[config.mk]
export PLATFORM = sky130hd
export DESIGN_NAME = apb_completer_flat
export DESIGN_NICKNAME = d
export VERILOG_FILES = /design/src/rtl/apb_pkg.sv /design/src/rtl/apb_if.sv /design/src/rtl/apb_completer_mem.sv /design/src/rtl/apb_completer.sv /design/src/flat_wrapper.sv
export SDC_FILE = /design/constraint.sdc
export NUM_CORES = 2
export LEC_CHECK = 0
export CAP_MARGIN = 20
export CORE_MARGIN = 8
export CORE_UTILIZATION = 68
export DETAILED_ROUTE_END_ITERATION = 8
export PLACE_DENSITY_LB_ADDON = 0.15
export SYNTH_ARGS = -nofsm -noshare
export SYNTH_HDL_FRONTEND = slang
export SYNTH_SLANG_ARGS = --single-unit
[constraint.sdc]
create_clock -name pclk -period 3.05 [get_ports pclk]
set_clock_uncertainty 0.05 [all_clocks]
set_input_delay 0.61 -clock pclk [delete_from_list [all_inputs] [get_ports pclk]]
set_output_delay 0.61 -clock pclk [all_outputs]
set_load 0.03 [all_outputs]
[src/rtl/apb_pkg.sv]
// Shared APB types, widths and PPROT helpers used by both the bridge and the completer.
package apb_pkg;

  localparam int ADDR_WIDTH = 32;
  localparam int DATA_WIDTH = 32;
  localparam int STRB_WIDTH = DATA_WIDTH / 8;

  typedef enum logic [1:0] {
    IDLE,
    SETUP,
    ACCESS,
    ABORT
  } apb_state_e;

  localparam int PPROT_PRIV_BIT  = 0;
  localparam int PPROT_NSEC_BIT  = 1;
  localparam int PPROT_INSTR_BIT = 2;

  // Address bits [6:4] encode the PPROT attributes a region demands.
  function automatic logic [2:0] getPprot(input logic [ADDR_WIDTH-1:0] addr);
    return addr[6:4];
  endfunction

  function automatic logic [ADDR_WIDTH-1:0] getAddrforPprot(input logic [2:0] pprot,
                                                            input logic [ADDR_WIDTH-1:0] addr);
    logic [ADDR_WIDTH-1:0] r;
    r      = addr;
    r[6:4] = pprot;
    return r;
  endfunction

  function automatic logic pprot_ok(input logic [ADDR_WIDTH-1:0] addr, input logic [2:0] pprot);
    return (getPprot(addr) & ~pprot) == 3'b000;
  endfunction

endpackage

[src/rtl/apb_if.sv]
// APB4 bus shared by apb_bridge (requester) and apb_completer.
interface apb_if
  import apb_pkg::*;
(
  input logic pclk,
  input logic presetn
);

  logic                  psel;
  logic                  penable;
  logic                  pwrite;
  logic [ADDR_WIDTH-1:0] paddr;
  logic [DATA_WIDTH-1:0] pwdata;
  logic [STRB_WIDTH-1:0] pstrb;
  logic [2:0]            pprot;
  logic [DATA_WIDTH-1:0] prdata;
  logic                  pready;
  logic                  pslverr;

  modport requester (
    input  pclk, presetn, prdata, pready, pslverr,
    output psel, penable, pwrite, paddr, pwdata, pstrb, pprot
  );

  modport completer (
    input  pclk, presetn, psel, penable, pwrite, paddr, pwdata, pstrb, pprot,
    output prdata, pready, pslverr
  );

endinterface

[src/rtl/apb_completer_mem.sv]
// DEPTH x 32 register memory: byte-enabled write port, combinational read port, async clear.
module apb_completer_mem
  import apb_pkg::*;
#(
  parameter int DEPTH = 64,
  localparam int IDX_W = $clog2(DEPTH)
) (
  input  logic                  clk,
  input  logic                  rst_n,
  input  logic                  we,
  input  logic [STRB_WIDTH-1:0] be,
  input  logic [IDX_W-1:0]      waddr,
  input  logic [DATA_WIDTH-1:0] wdata,
  input  logic [IDX_W-1:0]      raddr,
  output logic [DATA_WIDTH-1:0] rdata
);

  logic [DATA_WIDTH-1:0] mem [DEPTH];

  // NOTE: the array is reset because clear-on-reset is part of the register map's
  // contract; this deliberately keeps it in flops rather than an inferred RAM.
  // NOTE: sequential state uses <= so every flop samples pre-edge values.
  always_ff @(posedge clk or negedge rst_n) begin
    if (!rst_n) begin
      for (int i = 0; i < DEPTH; i++) mem[i] <= '0;
    end else if (we) begin
      for (int b = 0; b < STRB_WIDTH; b++) begin
        if (be[b]) mem[waddr][8*b +: 8] <= wdata[8*b +: 8];
      end
    end
  end

  assign rdata = mem[raddr];

endmodule

[src/rtl/apb_completer.sv]
// APB4 completer: FSM, alignment/range/PPROT checks and registered responses.
// Optional APB_WAIT_STATES_EN inserts WAIT_STATES access-phase wait cycles.
module apb_completer
  import apb_pkg::*;
#(
  parameter int DEPTH       = 64,
  parameter int WAIT_STATES = 0
) (
  apb_if.completer apb
);

  localparam int IDX_W = $clog2(DEPTH);
  localparam logic [ADDR_WIDTH-1:0] ADDR_LIMIT = ADDR_WIDTH'(DEPTH * 4);

  if (DEPTH < 32) begin : g_depth_chk
    $error("apb_completer: DEPTH must be at least 32");
  end
  if (WAIT_STATES < 0 || WAIT_STATES > 15) begin : g_ws_chk
    $error("apb_completer: WAIT_STATES must be 0..15");
  end

  apb_state_e            state_q, state_d;
  logic [ADDR_WIDTH-1:0] addr_q;
  logic                  write_q;
  logic [DATA_WIDTH-1:0] wdata_q;
  logic [STRB_WIDTH-1:0] strb_q;
  logic                  err_q;
  logic [DATA_WIDTH-1:0] prdata_q;
  logic [DATA_WIDTH-1:0] mem_rdata;
  logic                  wait_done;
  logic                  setup_req, access_req, violation, new_err, mem_we;
  logic [IDX_W-1:0]      idx;

`ifdef APB_WAIT_STATES_EN
  logic [3:0] wait_cnt_q;

  always_ff @(posedge apb.pclk or negedge apb.presetn) begin
    if (!apb.presetn) begin
      wait_cnt_q <= '0;
    end else if (state_q == SETUP && state_d == ACCESS) begin
      wait_cnt_q <= 4'(WAIT_STATES);
    end else if (state_q == ACCESS && wait_cnt_q != '0) begin
      wait_cnt_q <= wait_cnt_q - 4'd1;
    end
  end

  assign wait_done = (wait_cnt_q == '0);
`else
  assign wait_done = 1'b1;
`endif

  assign setup_req  = apb.psel & ~apb.penable;
  assign access_req = apb.psel &  apb.penable;
  // Once in ACCESS the requester must hold the transfer stable until pready.
  assign violation  = ~apb.psel | (apb.paddr != addr_q) | (apb.pwrite != write_q);
  assign new_err    = (apb.paddr[1:0] != 2'b00) | (apb.paddr >= ADDR_LIMIT)
                    | ~pprot_ok(apb.paddr, apb.pprot);

  // NOTE: next-state defaults to the current state first so no path infers a latch.
  always_comb begin
    state_d = state_q;
    unique case (state_q)
      IDLE:    if (setup_req) state_d = SETUP;
      SETUP:   state_d = access_req ? ACCESS : ABORT;
      ACCESS:  begin
        if (wait_done)      state_d = IDLE;
        else if (violation) state_d = ABORT;
      end
      ABORT:   state_d = IDLE;
      default: state_d = IDLE;
    endcase
  end

  always_ff @(posedge apb.pclk or negedge apb.presetn) begin
    if (!apb.presetn) begin
      state_q  <= IDLE;
      addr_q   <= '0;
      write_q  <= 1'b0;
      wdata_q  <= '0;
      strb_q   <= '0;
      err_q    <= 1'b0;
      prdata_q <= '0;
    end else begin
      state_q <= state_d;
      if (state_q == IDLE && setup_req) begin
        addr_q  <= apb.paddr;
        write_q <= apb.pwrite;
        wdata_q <= apb.pwdata;
        strb_q  <= apb.pstrb;
        err_q   <= new_err;
      end
      // prdata is non-zero only while in ACCESS for a clean read.
      if (state_q == SETUP && state_d == ACCESS) begin
        prdata_q <= (!write_q && !err_q) ? mem_rdata : '0;
      end else if (state_d != ACCESS) begin
        prdata_q <= '0;
      end
    end
  end

  assign idx    = addr_q[IDX_W+1:2];
  assign mem_we = (state_q == ACCESS) && wait_done && write_q && !err_q;

  apb_completer_mem #(.DEPTH(DEPTH)) u_mem (
    .clk   (apb.pclk),
    .rst_n (apb.presetn),
    .we    (mem_we),
    .be    (strb_q),
    .waddr (idx),
    .wdata (wdata_q),
    .raddr (idx),
    .rdata (mem_rdata)
  );

  assign apb.pready  = ((state_q == ACCESS) && wait_done) || (state_q == ABORT);
  assign apb.pslverr = apb.pready && (err_q || (state_q == ABORT));
  assign apb.prdata  = prdata_q;

endmodule
[src/flat_wrapper.sv]
// flat-port wrapper written by rule: the top's interface ports become plain ports
module apb_completer_flat import apb_pkg::*;
#(
  parameter int DEPTH       = 64,
  parameter int WAIT_STATES = 0
)
  (pclk, presetn, apb_psel, apb_penable, apb_pwrite, apb_paddr, apb_pwdata, apb_pstrb, apb_pprot, apb_prdata, apb_pready, apb_pslverr);
  apb_if apb_i (.pclk(pclk), .presetn(presetn));
  input wire logic pclk;
  input wire logic presetn;
  input wire logic [$bits(apb_i.psel)-1:0] apb_psel;
  input wire logic [$bits(apb_i.penable)-1:0] apb_penable;
  input wire logic [$bits(apb_i.pwrite)-1:0] apb_pwrite;
  input wire logic [$bits(apb_i.paddr)-1:0] apb_paddr;
  input wire logic [$bits(apb_i.pwdata)-1:0] apb_pwdata;
  input wire logic [$bits(apb_i.pstrb)-1:0] apb_pstrb;
  input wire logic [$bits(apb_i.pprot)-1:0] apb_pprot;
  output wire logic [$bits(apb_i.prdata)-1:0] apb_prdata;
  output wire logic [$bits(apb_i.pready)-1:0] apb_pready;
  output wire logic [$bits(apb_i.pslverr)-1:0] apb_pslverr;
  assign apb_i.psel = apb_psel;
  assign apb_i.penable = apb_penable;
  assign apb_i.pwrite = apb_pwrite;
  assign apb_i.paddr = apb_paddr;
  assign apb_i.pwdata = apb_pwdata;
  assign apb_i.pstrb = apb_pstrb;
  assign apb_i.pprot = apb_pprot;
  assign apb_prdata = apb_i.prdata;
  assign apb_pready = apb_i.pready;
  assign apb_pslverr = apb_i.pslverr;
  apb_completer #(.DEPTH(DEPTH), .WAIT_STATES(WAIT_STATES)) u_core (.apb(apb_i));
endmodule
==> reports/metrics.cfg <==
[critical_path]
rrSetupSlack_ns = -0.07
crit_fanout = 75
critPathKind = register to register
crit_required_ns = 3.70
critPathCaptureType = register
startpoint_type = register
worstPathArrival_ns = 3.77

[clock_network]
cts_root_buf = clkbuf_16
clkTransAtPathRegs_ns = 0.06
htreeDepth = 4
cts_tree = built
clk_latency_ns = 0.86
clkSinkCount = 2126
clk_path_buf_depth = 3
cts_made_buffers = 208

[logic_synthesis]
synthArstFlopShare = 1.00
synth_seq_area_share = 0.547
yosysWarnings = 0
synth_flop_cell = dfrtp_1
synth_edf_count = 0
syn-cell-area_um2 = 97300
syn_area_per_cell_um2 = 13.5
syn_inst = 7181
synth_area_leaders = dfrtp_1, mux2_2, mux4_2
yosys.area.top_type_share = 0.547
ys_ff_latch = 2126
synth_largest_area_cell = dfrtp_1
ys_types = 61
synth_nets = 7257

[route]
avgViaCountPerCell = 6.99
drt-initial-drc-count = 7208
postRouteAntennaNets = 0
num_vias = 65700
wl_per_cell_um = 30.2
route.detailed.drc = 0
dr.pass1.iters = 6
finalWirelength_um = 284000

[cells_and_area]
fin_nets = 7396
final_area_um2 = 110000
layoutNonFillerInstCount = 9404
syn_to_final_growth_pct = 12.9
final_common_cell = dfrtp_1
layout_common_cells = dfrtp_1, mux2_2, nand2_1
drive_gt1_frac = 0.389

[timing]
slew_headroom = 0.197
max_freq_mhz = 321
tightest_slew_ns = 1.20
hold_viol = 0
fin_crit_ns = 3.12
setup_ws_ns = -0.0674
setup_viol = 36
maxSlewViolCount = 0
fin_hold_ws_ns = 0.307
fin_crit_sh = 1.02
final.setup.tns_ns = -0.767
rsz0062_at_grt = true

[floorplan]
num_rows = 139
ios = 110
start_util = 0.681
die_x_um = 394
dieArea_um2 = 155000
die_y_um = 394
coreArea_um2 = 143000

[grt]
grt_pass1_wl_um = 429000
antenna_found_initial = 14
grt_pass1_vias = 67200
track_usage = 0.359
grt_max_degree = 145
overflow = 0

[place]
dp_slack_ns = -0.555
gp_congestion = 0.979
placed_area_um2 = 103000
port_buffers = 109
numPlacedInstances = 9005
dp_hpwl_um = 188000

[pwr]
pwr-share-clk = 0.350
ir_drop_uv = 972
switchingPower_w = 0.0248
leakage_nw = 53.0
p_seq_frac = 0.421
internal_power_w = 0.0485
switching_share = 0.339
p_per_area_nw_per_um2 = 667
power_frac_comb = 0.228

[outcome]
status = complete, but fails checks
violations = setup timing

[hold_path]
hp-class = input port to register

[job]
drv_cap = 0

[worst paths after layout]
| path | start | endpoint | cells after the start |
|---|---|---|---|
| worst max register to register | u_core.addr_q[3] | u_core.apb.prdata[29] | 7 |
| worst max-delay path | u_core.addr_q[3] | u_core.apb.prdata[29] | 7 |
| worst min register to register | u_core.u_mem.mem[1785] | u_core.u_mem.mem[1785] | 1 |
| min in group asynchronous | presetn | u_core.apb.prdata[25] | 2 |
| worst min-delay path | apb_pwdata[21] | u_core.wdata_q[21] | 2 |
| max in group asynchronous | presetn | u_core.apb.prdata[18] | 4 |
[power groups by stage]
| stage | clock, W | sequential, W | combinational (W) |
|---|---|---|---|
| floorplan | 0 | 0.0292 | 0.0103 |
| global placement | 0 | 0.0312 | 0.0159 |
| detailed placement | 0 | 0.0313 | 0.0161 |
| CTS | 0.0259 | 0.0308 | 0.0162 |
| global route | 0.0270 | 0.0309 | 0.0173 |
| finish | 0.0257 | 0.0309 | 0.0167 |
[critical path, stage by stage (launching register included)]
cell and delay [ns]:
dfrtp_4 0.62, buf_12 0.38, and2_4 0.35, buf_12 0.26, a221oi_1 0.14, o21ai_0 0.53, a2111oi_4 0.20, a31oi_1 0.37
[cell type report]
type | instances | area, um^2
Tap cell | 1903 | 2380
Inverter | 4 | 22.5
Sequential cell | 2126 | 53300
Timing Repair Buffer | 538 | 5620
Antenna cell | 12 | 30.0
Multi-Input combinational cell | 4442 | 41700
Clock inverter | 52 | 553
Fill cell | 8522 | 33000
Clock buffer | 327 | 6280
[flip-flops by register name (all words and copies together) (netlist names)]
signal	flops
u_core.wdata_q	32
u_core.write_q	1
u_core.u_mem.mem	2048
u_core.state_q	2
u_core.apb.prdata	32
u_core.addr_q	6
u_core.err_q	1
u_core.strb_q	4
[cells by family after synthesis]
kind of cell / after synthesis / share of synthesized area
mux: 2485 / 0.299
compound gates: 1015 / 0.0736
buf+inv: 613 / 0.0270
simple gates: 942 / 0.0534
flops: 2126 / 0.547
[what timing repair did]
item                                   CTS  global route
pin swaps                                1             3
buffers inserted                         0             8
setup endpoints to repair              225           482
hold buffers                             1             0
gates resized for setup                 19            23
endpoints found under the hold margin   37             0
[Yosys cell counts, types with 93 or more instances]
cell,number
dfrtp_1,2126
buf_2,156
nand2_1,376
mux2_1,161
mux2i_1,264
o21ai_0,150
mux2_2,1930
nand3b_1,276
a21oi_1,226
a221oi_1,202
mux4_2,130
clkbuf_1,399
o22a_1,93
[per-layer routing]
layer  global-route usage  share of wire
met1                0.493           0.40
met5               0.0142        0.00094
met4                0.170          0.054
met3               0.0959          0.098
met2                0.538           0.45
[through the flow]
stage | total power (W) | utilization
after floorplan | 0.0395 | -
after global placement | 0.0471 | 0.720
after detailed placement | 0.0474 | 0.720
after CTS | 0.0729 | 0.768
after global routing | 0.0753 | 0.769
final | 0.0733 | 0.769
Note: power is estimated with default switching activity, not from simulation.
